[config.mk]
export PLATFORM = sky130hd
export DESIGN_NAME = sc_spi_xfer_ctrl_flat
export DESIGN_NICKNAME = d
export VERILOG_FILES = /design/src/rtl/sc_spi_xfer_ctrl_if.sv /design/src/rtl/sc_spi_xfer_ctrl.sv /design/src/flat_wrapper.sv
export SDC_FILE = /design/constraint.sdc
export NUM_CORES = 1
export LEC_CHECK = 0
export CORE_MARGIN = 2
export CORE_UTILIZATION = 40
export CTS_BUF_LIST = sky130_fd_sc_hd__clkbuf_8
export CTS_CLUSTER_DIAMETER = 40
export DETAILED_ROUTE_END_ITERATION = 10
export GPL_TIMING_DRIVEN = 0
export PLACE_DENSITY_LB_ADDON = 0.2
export SLEW_MARGIN = 20
export SYNTH_ARGS = -nofsm -noshare
export SYNTH_HDL_FRONTEND = slang
export SYNTH_SLANG_ARGS = --single-unit
[constraint.sdc]
create_clock -name SPICLK -period 4.4 [get_ports SPICLK]
set_input_delay 0.66 -clock SPICLK [delete_from_list [all_inputs] [get_ports SPICLK]]
set_output_delay 0.66 -clock SPICLK [all_outputs]
set_load 0.05 [all_outputs]
[src/rtl/sc_spi_xfer_ctrl_if.sv]
// rtl/sc_spi_xfer_ctrl_if.sv - host and engine signal bundle for the SPI transfer controller
//
// Host side : TXWE/TXWADDR/TXWDATA (TX fill), RXRADDR/RXRDATA/RXCNT (RX readback),
//             CMDSTART/CMDBUSY/CMDDONE/CMDERR/DONECLR/TOUTVAL (command control).
// Engine side: SPISTART/SPIBUSY (start handshake), TXDPT/TXDATA (TX word fetch),
//             RXDATA/RXVALID/RXDPT (RX word capture).
// slave modport is the controller; master modport is whatever drives host and engine.
interface sc_spi_xfer_ctrl_if #(
  parameter int TOUT_WIDTH = 16
);
  logic                  TXWE;
  logic [3:0]            TXWADDR;
  logic [31:0]           TXWDATA;
  logic [3:0]            RXRADDR;
  logic [31:0]           RXRDATA;
  logic [4:0]            RXCNT;
  logic                  CMDSTART;
  logic                  CMDBUSY;
  logic                  CMDDONE;
  logic                  CMDERR;
  logic                  DONECLR;
  logic [TOUT_WIDTH-1:0] TOUTVAL;
  logic                  SPISTART;
  logic                  SPIBUSY;
  logic [3:0]            TXDPT;
  logic [31:0]           TXDATA;
  logic [31:0]           RXDATA;
  logic                  RXVALID;
  logic [3:0]            RXDPT;

  modport slave (
    input  TXWE, TXWADDR, TXWDATA, RXRADDR, CMDSTART, DONECLR, TOUTVAL,
    input  SPIBUSY, TXDPT, RXDATA, RXVALID, RXDPT,
    output RXRDATA, RXCNT, CMDBUSY, CMDDONE, CMDERR, SPISTART, TXDATA
  );

  modport master (
    output TXWE, TXWADDR, TXWDATA, RXRADDR, CMDSTART, DONECLR, TOUTVAL,
    output SPIBUSY, TXDPT, RXDATA, RXVALID, RXDPT,
    input  RXRDATA, RXCNT, CMDBUSY, CMDDONE, CMDERR, SPISTART, TXDATA
  );
endinterface

[src/rtl/sc_spi_xfer_ctrl.sv]
// rtl/sc_spi_xfer_ctrl.sv - SPI transfer controller with TX/RX word buffers and busy watchdog
//
// Ports: SPICLK (rising-edge clock), SYSRSTB (async active-low reset),
//        bus (sc_spi_xfer_ctrl_if.slave: host buffer/command signals and engine handshake).
module sc_spi_xfer_ctrl #(
  parameter int TOUT_WIDTH = 16
) (
  input  logic                  SPICLK,
  input  logic                  SYSRSTB,
  sc_spi_xfer_ctrl_if.slave     bus
);

  typedef enum logic [1:0] {IDLE, REQ, RUN} state_t;

  state_t                state, state_nxt;
  logic                  busy_q, busy_d;
  logic                  done_q, done_d;
  logic                  err_q, err_d;
  logic                  start_q, start_d;
  logic [TOUT_WIDTH-1:0] wdog_q, wdog_d;
  logic [4:0]            rxcnt_q, rxcnt_d;
  logic [31:0]           rxrdata_q;
  logic [31:0]           txbuf [16];
  logic [31:0]           rxbuf [16];
  logic                  wd_hit;

  // A zero limit disables the watchdog; otherwise it fires on the cycle the
  // counter reaches TOUTVAL-1, so SPISTART/busy last exactly TOUTVAL cycles.
  assign wd_hit = (bus.TOUTVAL != '0) && (wdog_q == bus.TOUTVAL - TOUT_WIDTH'(1));

  always_ff @(posedge SPICLK or negedge SYSRSTB) begin
    if (!SYSRSTB) begin
      state   <= IDLE;
      busy_q  <= 1'b0;
      done_q  <= 1'b0;
      err_q   <= 1'b0;
      start_q <= 1'b0;
      wdog_q  <= '0;
      rxcnt_q <= '0;
    end else begin
      state   <= state_nxt;
      busy_q  <= busy_d;
      done_q  <= done_d;
      err_q   <= err_d;
      start_q <= start_d;
      wdog_q  <= wdog_d;
      rxcnt_q <= rxcnt_d;
    end
  end

  always_comb begin
    state_nxt = state;
    busy_d    = busy_q;
    // Clear first; any set event below overrides it in the same cycle.
    done_d    = done_q & ~bus.DONECLR;
    err_d     = err_q & ~bus.DONECLR;
    start_d   = start_q;
    wdog_d    = wdog_q;
    rxcnt_d   = rxcnt_q;

    case (state)
      IDLE: begin
        if (bus.CMDSTART && !bus.SPIBUSY) begin
          state_nxt = REQ;
          busy_d    = 1'b1;
          start_d   = 1'b1;
          rxcnt_d   = '0;
          wdog_d    = '0;
        end
      end
      REQ, RUN: begin
        if (wdog_q != '1) begin
          wdog_d = wdog_q + TOUT_WIDTH'(1);
        end
        if (wd_hit) begin
          state_nxt = IDLE;
          start_d   = 1'b0;
          busy_d    = 1'b0;
          done_d    = 1'b1;
          err_d     = 1'b1;
        end else if (state == REQ) begin
          if (bus.SPIBUSY) begin
            state_nxt = RUN;
            start_d   = 1'b0;
          end
        end else if (!bus.SPIBUSY) begin
          state_nxt = IDLE;
          busy_d    = 1'b0;
          done_d    = 1'b1;
        end
      end
      default: begin
        state_nxt = IDLE;
        busy_d    = 1'b0;
        start_d   = 1'b0;
      end
    endcase

    // RX capture is independent of the command state.
    if (bus.RXVALID) begin
      rxcnt_d = {1'b0, bus.RXDPT} + 5'd1;
    end
  end

  // Host writes are only taken while no command is running, so the engine
  // always sees a stable TX image for the whole transfer.
  always_ff @(posedge SPICLK or negedge SYSRSTB) begin
    if (!SYSRSTB) begin
      for (int i = 0; i < 16; i++) begin
        txbuf[i] <= '0;
      end
    end else if (bus.TXWE && !busy_q) begin
      txbuf[bus.TXWADDR] <= bus.TXWDATA;
    end
  end

  // Read and write in the same block give read-before-write on a collision.
  always_ff @(posedge SPICLK or negedge SYSRSTB) begin
    if (!SYSRSTB) begin
      for (int i = 0; i < 16; i++) begin
        rxbuf[i] <= '0;
      end
      rxrdata_q <= '0;
    end else begin
      rxrdata_q <= rxbuf[bus.RXRADDR];
      if (bus.RXVALID) begin
        rxbuf[bus.RXDPT] <= bus.RXDATA;
      end
    end
  end

  assign bus.TXDATA   = txbuf[bus.TXDPT];
  assign bus.RXRDATA  = rxrdata_q;
  assign bus.RXCNT    = rxcnt_q;
  assign bus.CMDBUSY  = busy_q;
  assign bus.CMDDONE  = done_q;
  assign bus.CMDERR   = err_q;
  assign bus.SPISTART = start_q;

endmodule

[src/flat_wrapper.sv]
// flat-port wrapper written by rule: the top's interface ports become plain ports
module sc_spi_xfer_ctrl_flat 
#(
  parameter int TOUT_WIDTH = 16
)
  (SPICLK, SYSRSTB, bus_TXWE, bus_TXWADDR, bus_TXWDATA, bus_RXRADDR, bus_CMDSTART, bus_DONECLR, bus_TOUTVAL, bus_SPIBUSY, bus_TXDPT, bus_RXDATA, bus_RXVALID, bus_RXDPT, bus_RXRDATA, bus_RXCNT, bus_CMDBUSY, bus_CMDDONE, bus_CMDERR, bus_SPISTART, bus_TXDATA);
  sc_spi_xfer_ctrl_if #(.TOUT_WIDTH(TOUT_WIDTH)) bus_i ();
  input  logic SPICLK;
  input  logic SYSRSTB;
  input wire logic [$bits(bus_i.TXWE)-1:0] bus_TXWE;
  input wire logic [$bits(bus_i.TXWADDR)-1:0] bus_TXWADDR;
  input wire logic [$bits(bus_i.TXWDATA)-1:0] bus_TXWDATA;
  input wire logic [$bits(bus_i.RXRADDR)-1:0] bus_RXRADDR;
  input wire logic [$bits(bus_i.CMDSTART)-1:0] bus_CMDSTART;
  input wire logic [$bits(bus_i.DONECLR)-1:0] bus_DONECLR;
  input wire logic [$bits(bus_i.TOUTVAL)-1:0] bus_TOUTVAL;
  input wire logic [$bits(bus_i.SPIBUSY)-1:0] bus_SPIBUSY;
  input wire logic [$bits(bus_i.TXDPT)-1:0] bus_TXDPT;
  input wire logic [$bits(bus_i.RXDATA)-1:0] bus_RXDATA;
  input wire logic [$bits(bus_i.RXVALID)-1:0] bus_RXVALID;
  input wire logic [$bits(bus_i.RXDPT)-1:0] bus_RXDPT;
  output wire logic [$bits(bus_i.RXRDATA)-1:0] bus_RXRDATA;
  output wire logic [$bits(bus_i.RXCNT)-1:0] bus_RXCNT;
  output wire logic [$bits(bus_i.CMDBUSY)-1:0] bus_CMDBUSY;
  output wire logic [$bits(bus_i.CMDDONE)-1:0] bus_CMDDONE;
  output wire logic [$bits(bus_i.CMDERR)-1:0] bus_CMDERR;
  output wire logic [$bits(bus_i.SPISTART)-1:0] bus_SPISTART;
  output wire logic [$bits(bus_i.TXDATA)-1:0] bus_TXDATA;
  assign bus_i.TXWE = bus_TXWE;
  assign bus_i.TXWADDR = bus_TXWADDR;
  assign bus_i.TXWDATA = bus_TXWDATA;
  assign bus_i.RXRADDR = bus_RXRADDR;
  assign bus_i.CMDSTART = bus_CMDSTART;
  assign bus_i.DONECLR = bus_DONECLR;
  assign bus_i.TOUTVAL = bus_TOUTVAL;
  assign bus_i.SPIBUSY = bus_SPIBUSY;
  assign bus_i.TXDPT = bus_TXDPT;
  assign bus_i.RXDATA = bus_RXDATA;
  assign bus_i.RXVALID = bus_RXVALID;
  assign bus_i.RXDPT = bus_RXDPT;
  assign bus_RXRDATA = bus_i.RXRDATA;
  assign bus_RXCNT = bus_i.RXCNT;
  assign bus_CMDBUSY = bus_i.CMDBUSY;
  assign bus_CMDDONE = bus_i.CMDDONE;
  assign bus_CMDERR = bus_i.CMDERR;
  assign bus_SPISTART = bus_i.SPISTART;
  assign bus_TXDATA = bus_i.TXDATA;
  sc_spi_xfer_ctrl #(.TOUT_WIDTH(TOUT_WIDTH)) u_core (.SPICLK(SPICLK), .SYSRSTB(SYSRSTB), .bus(bus_i));
endmodule
==> results_dict.tcl <==
set metrics [dict create \
    dr_total_vias 28160 \
    ctsHtreeMaxLevel 4 \
    fp.coreArea_um2 120000 \
    cts-root-to-sink-buffers 3 \
    synth.ff_latch_count 1083 \
    track_usage_pct 21.40 \
    drt_wl_cell_um 25.71 \
    share_of_yosys_cell_area_claimed_by_the_top_area_cell_type_pct 55.97 \
    worst-r2r-cell-count 10 \
    synth.cell_area_um2 48420 \
    power_frac_clock_pct 31.7 \
    post-dp-hpwl_um 85610 \
    status "completed" \
    cp_cell_sequence "clkbuf_1 > clkbuf_1 > mux4_2 > mux4_2 > clkdlybuf4s50_1" \
    tightest_slew_ps 1180 \
    ys_warn_count 0 \
    fin_cells 5095 \
    numCtsBuffers 196 \
    buffer_ports.inserted 165 \
    max_cap_viol_count 0 \
    layout-drive-gt1-share_pct 48.36 \
    finalMaxSlewViolations 0 \
    period_minus_slack_ps 4324 \
    final_setup_violation_count 0 \
    setup.worst_path.start_class "primary input" \
    place_congestion 0.8180 \
    grt_overflow_total 0 \
    ys.flop_type "dfrtp_1" \
    route.final.wire_length_um 131000 \
    route.detailed.vias_per_inst 5.527 \
    finalHoldViolCount 0 \
    die_h_um 351.9 \
    setup.worst_path.end_class "output port" \
    post_synth_inst_count 2951 \
    grt_pass1_wl_um 199300 \
    drt_pre_antenna_iters 5 \
    cp_slowest_cell "clkbuf_1" \
    grt_max_degree 156 \
    slew_margin_rel_pct 21.32 \
    r2r_start "u_core.state[1]" \
    unrepaired_setup_endpoints_after_global_routing "false" \
    fp-row-count 127 \
    clk_latency_ps 890 \
    postSynth.asyncResetShare_pct 100.0 \
    cts.repair_timing.setup_buffer_count 0 \
    antenna_found_initial 8 \
    placedCellCount 4735 \
    clock_tree.root_cell "clkbuf_8" \
    cts_num_sinks 1083 \
    power_switching_mw 9.010 \
    fp.dieW_um 351.9 \
    clock-skew-final_ps 18.16 \
    drt.antenna.violating_nets 0 \
    drc_errors 0 \
    r2r_slack_ps 1180 \
    ir_drop_worst_vdd_v 0.0003417 \
    timing.critical_path.from "bus_TXDPT[1]" \
    design.final.nets 3436 \
    hp-class "in -> reg" \
    mappedNetlistNets 3065 \
    cts_tree "done" \
    pwr_density_cell_nw_per_um2 562.4 \
    first_global_vias 31650 \
    critPathArrivalTime_ps 3660 \
    setup.worst_path.class "in -> out" \
    io_pins 176 \
    max_clock_freq_mhz 231.3 \
    internal-power_mw 22.84 \
    synth_cell_types 51 \
    critical_path.reg2reg.endpoint "u_core.wdog_q[15]" \
    synthesis.area_per_instance_um2 16.41 \
    p_leak_nw 24.20 \
    cp_max_fo 10 \
    cpPeakStageDelay_ps 750 \
    cell_types_with_the_largest_area_share_after_synthesis "dfrtp_1, mux2_2, mux4_2, clkbuf_1, buf_1" \
    yosysTopAreaCell "dfrtp_1" \
    clk_transition_reported_paths_ps 60 \
    area_delta_synth_final_pct 16.96 \
    post_route_fraction_of_the_period_consumed_by_the_critical_path_pct 98.27 \
    synth-seq-area-share_pct 55.97 \
    initial_utilization_pct 40.36 \
    power.combinational.fraction_pct 23.4 \
    p_seq_share_pct 44.9 \
    timing.hold.worst.start "bus_RXDPT[3]" \
    die_ar_um2 123900 \
    finalHoldWorstSlack_ps 354.5 \
    synth_enable_flop_cells 0 \
    timing.critical_path.to "bus_TXDATA[13]" \
    netSwitchingFraction_pct 28.28 \
    timing.critical_path.required_ps 3740 \
    detailedRoute.firstIterationViolations 2006 \
]
==> timing repair <==
action | in CTS | in global routing
cloned | 0 | 0
resized for setup | 18 | 2
setup endpoints to repair | 32 | 3
hold buffers | 1 | 0
hold endpoints to repair | 90 | 0
==> stage by stage <==
stage	total power, mW	worst slack [ps]	util (%)	cell area (um^2)	TNS (ps)
final	31.85	76.18	47.21	56640	0
after global routing	33.44	2.769	47.21	56640	0
after CTS	32.21	36.17	47.19	56620	0
after detailed placement	21.98	-452.8	43.61	52320	-8486
after global placement	21.60	-43020	43.42	52090	-
after floorplan	19.43	849.5	-	48420	0
==> state kept, by name, summed over array words and instances (netlist names), 2 cells and up <==
register,flops
u_core.rxbuf,512
u_core.bus.RXRDATA,32
u_core.bus.RXCNT,5
u_core.state,2
u_core.txbuf,512
u_core.wdog_q,16
==> power groups by stage <==
| stage | clock network (mW) | registers [mW] | logic (mW) |
|---|---|---|---|
| floorplan | 0 | 14.3 | 5.13 |
| global placement | 0 | 14.4 | 7.22 |
| detailed placement | 0 | 14.5 | 7.52 |
| CTS | 10.4 | 14.3 | 7.55 |
| global route | 10.9 | 14.6 | 7.95 |
| finish | 10.1 | 14.3 | 7.45 |
==> worst max-delay path: cells and delay by family <==
kind | cells | cell delay (ps)
buffers and inverters | 3 | 2070
muxes | 2 | 930
==> routing by layer <==
metal	track usage (%)	wire, um	up-vias
met3	4.834	6922	252
met4	8.043	4100	8
met2	36.11	66330	783
li1	-	-	11840
met5	0	45	-
met1	26.89	53610	15280
==> cell usage after synthesis, types with 3 or more instances <==
library cell  number
a21o_1             4
a21oi_1           14
a22o_1             3
a311oi_1           3
and3_1             9
buf_1            104
clkbuf_1         151
dfrtp_1         1083
ha_1              11
inv_1             14
mux2_2          1024
mux2i_1            5
mux4_2           320
nand2_1           53
nand2b_1           4
nand3_1           16
nand4_1            5
nor2_1            18
nor2b_1            7
nor3_1            12
nor4_1             3
o21ai_0           19
o31ai_1            3
or3_1              7
or4_1              4
or4b_1             3
xnor2_1           18
xor2_1             4
==> final cells by class <==
cell class              instances  area, um^2
well taps                    1612        2017
clock inverters               120       983.4
multi-input cells            1597       20310
diodes                          3       7.507
repair buffers                173        1872
fillers                     10270       63330
plain buffers                 257        1047
inverters                      14       52.55
flip-flops and latches       1083       27100
clock buffers                 236        3248
==> cell families (layout without fill, tap and decap cells) <==
group	count (synthesis)	count (layout)	share of synthesized area (%)
flip-flops	1083	1083	55.97
AND/OR/NAND/NOR	153	153	1.628
XOR/XNOR	22	22	0.3979
multiplexers	1349	1349	38.80
other	0	3	0
adder cells (fa/ha/maj)	11	11	0.2842
AO/OA/AOI/OAI	62	62	0.8166
buffers and inverters	271	800	2.106
==> worst min path at each step <==
stage                          endpoint  cells after the start
floorplan            u_core.bus.CMDBUSY                      0
global placement      u_core.txbuf[186]                      1
detailed placement     u_core.rxbuf[49]                      1
CTS                 u_core.bus.RXCNT[3]                      4
global route            u_core.state[0]                      2
finish              u_core.bus.RXCNT[3]                      4
==> cell usage in the layout (no fill, tap or decap), drive strengths merged, types with 3 or more instances in the layout <==
master,netlist,layout
nor3,12,12
a22o,3,3
nand3,16,16
a21oi,14,14
nor2,18,18
buf,105,98
clkinvlp,0,11
inv,14,82
nand2b,4,4
clkdlybuf4s50,0,164
clkinv,0,25
xor2,4,4
nand4,5,5
o21ai,19,19
and3,9,9
xnor2,18,18
or3,7,7
nor4,3,3
or4b,3,3
o31ai,3,3
dfrtp,1083,1083
bufinv,0,16
mux2,1024,1024
a21o,4,4
mux2i,5,5
nor2b,7,7
a311oi,3,3
nand2,53,53
clkdlybuf4s15,0,6
or4,4,4
ha,11,11
mux4,320,320
clkbuf,152,397
diode,0,3
No activity file was read; power rests on OpenSTA's default activity.
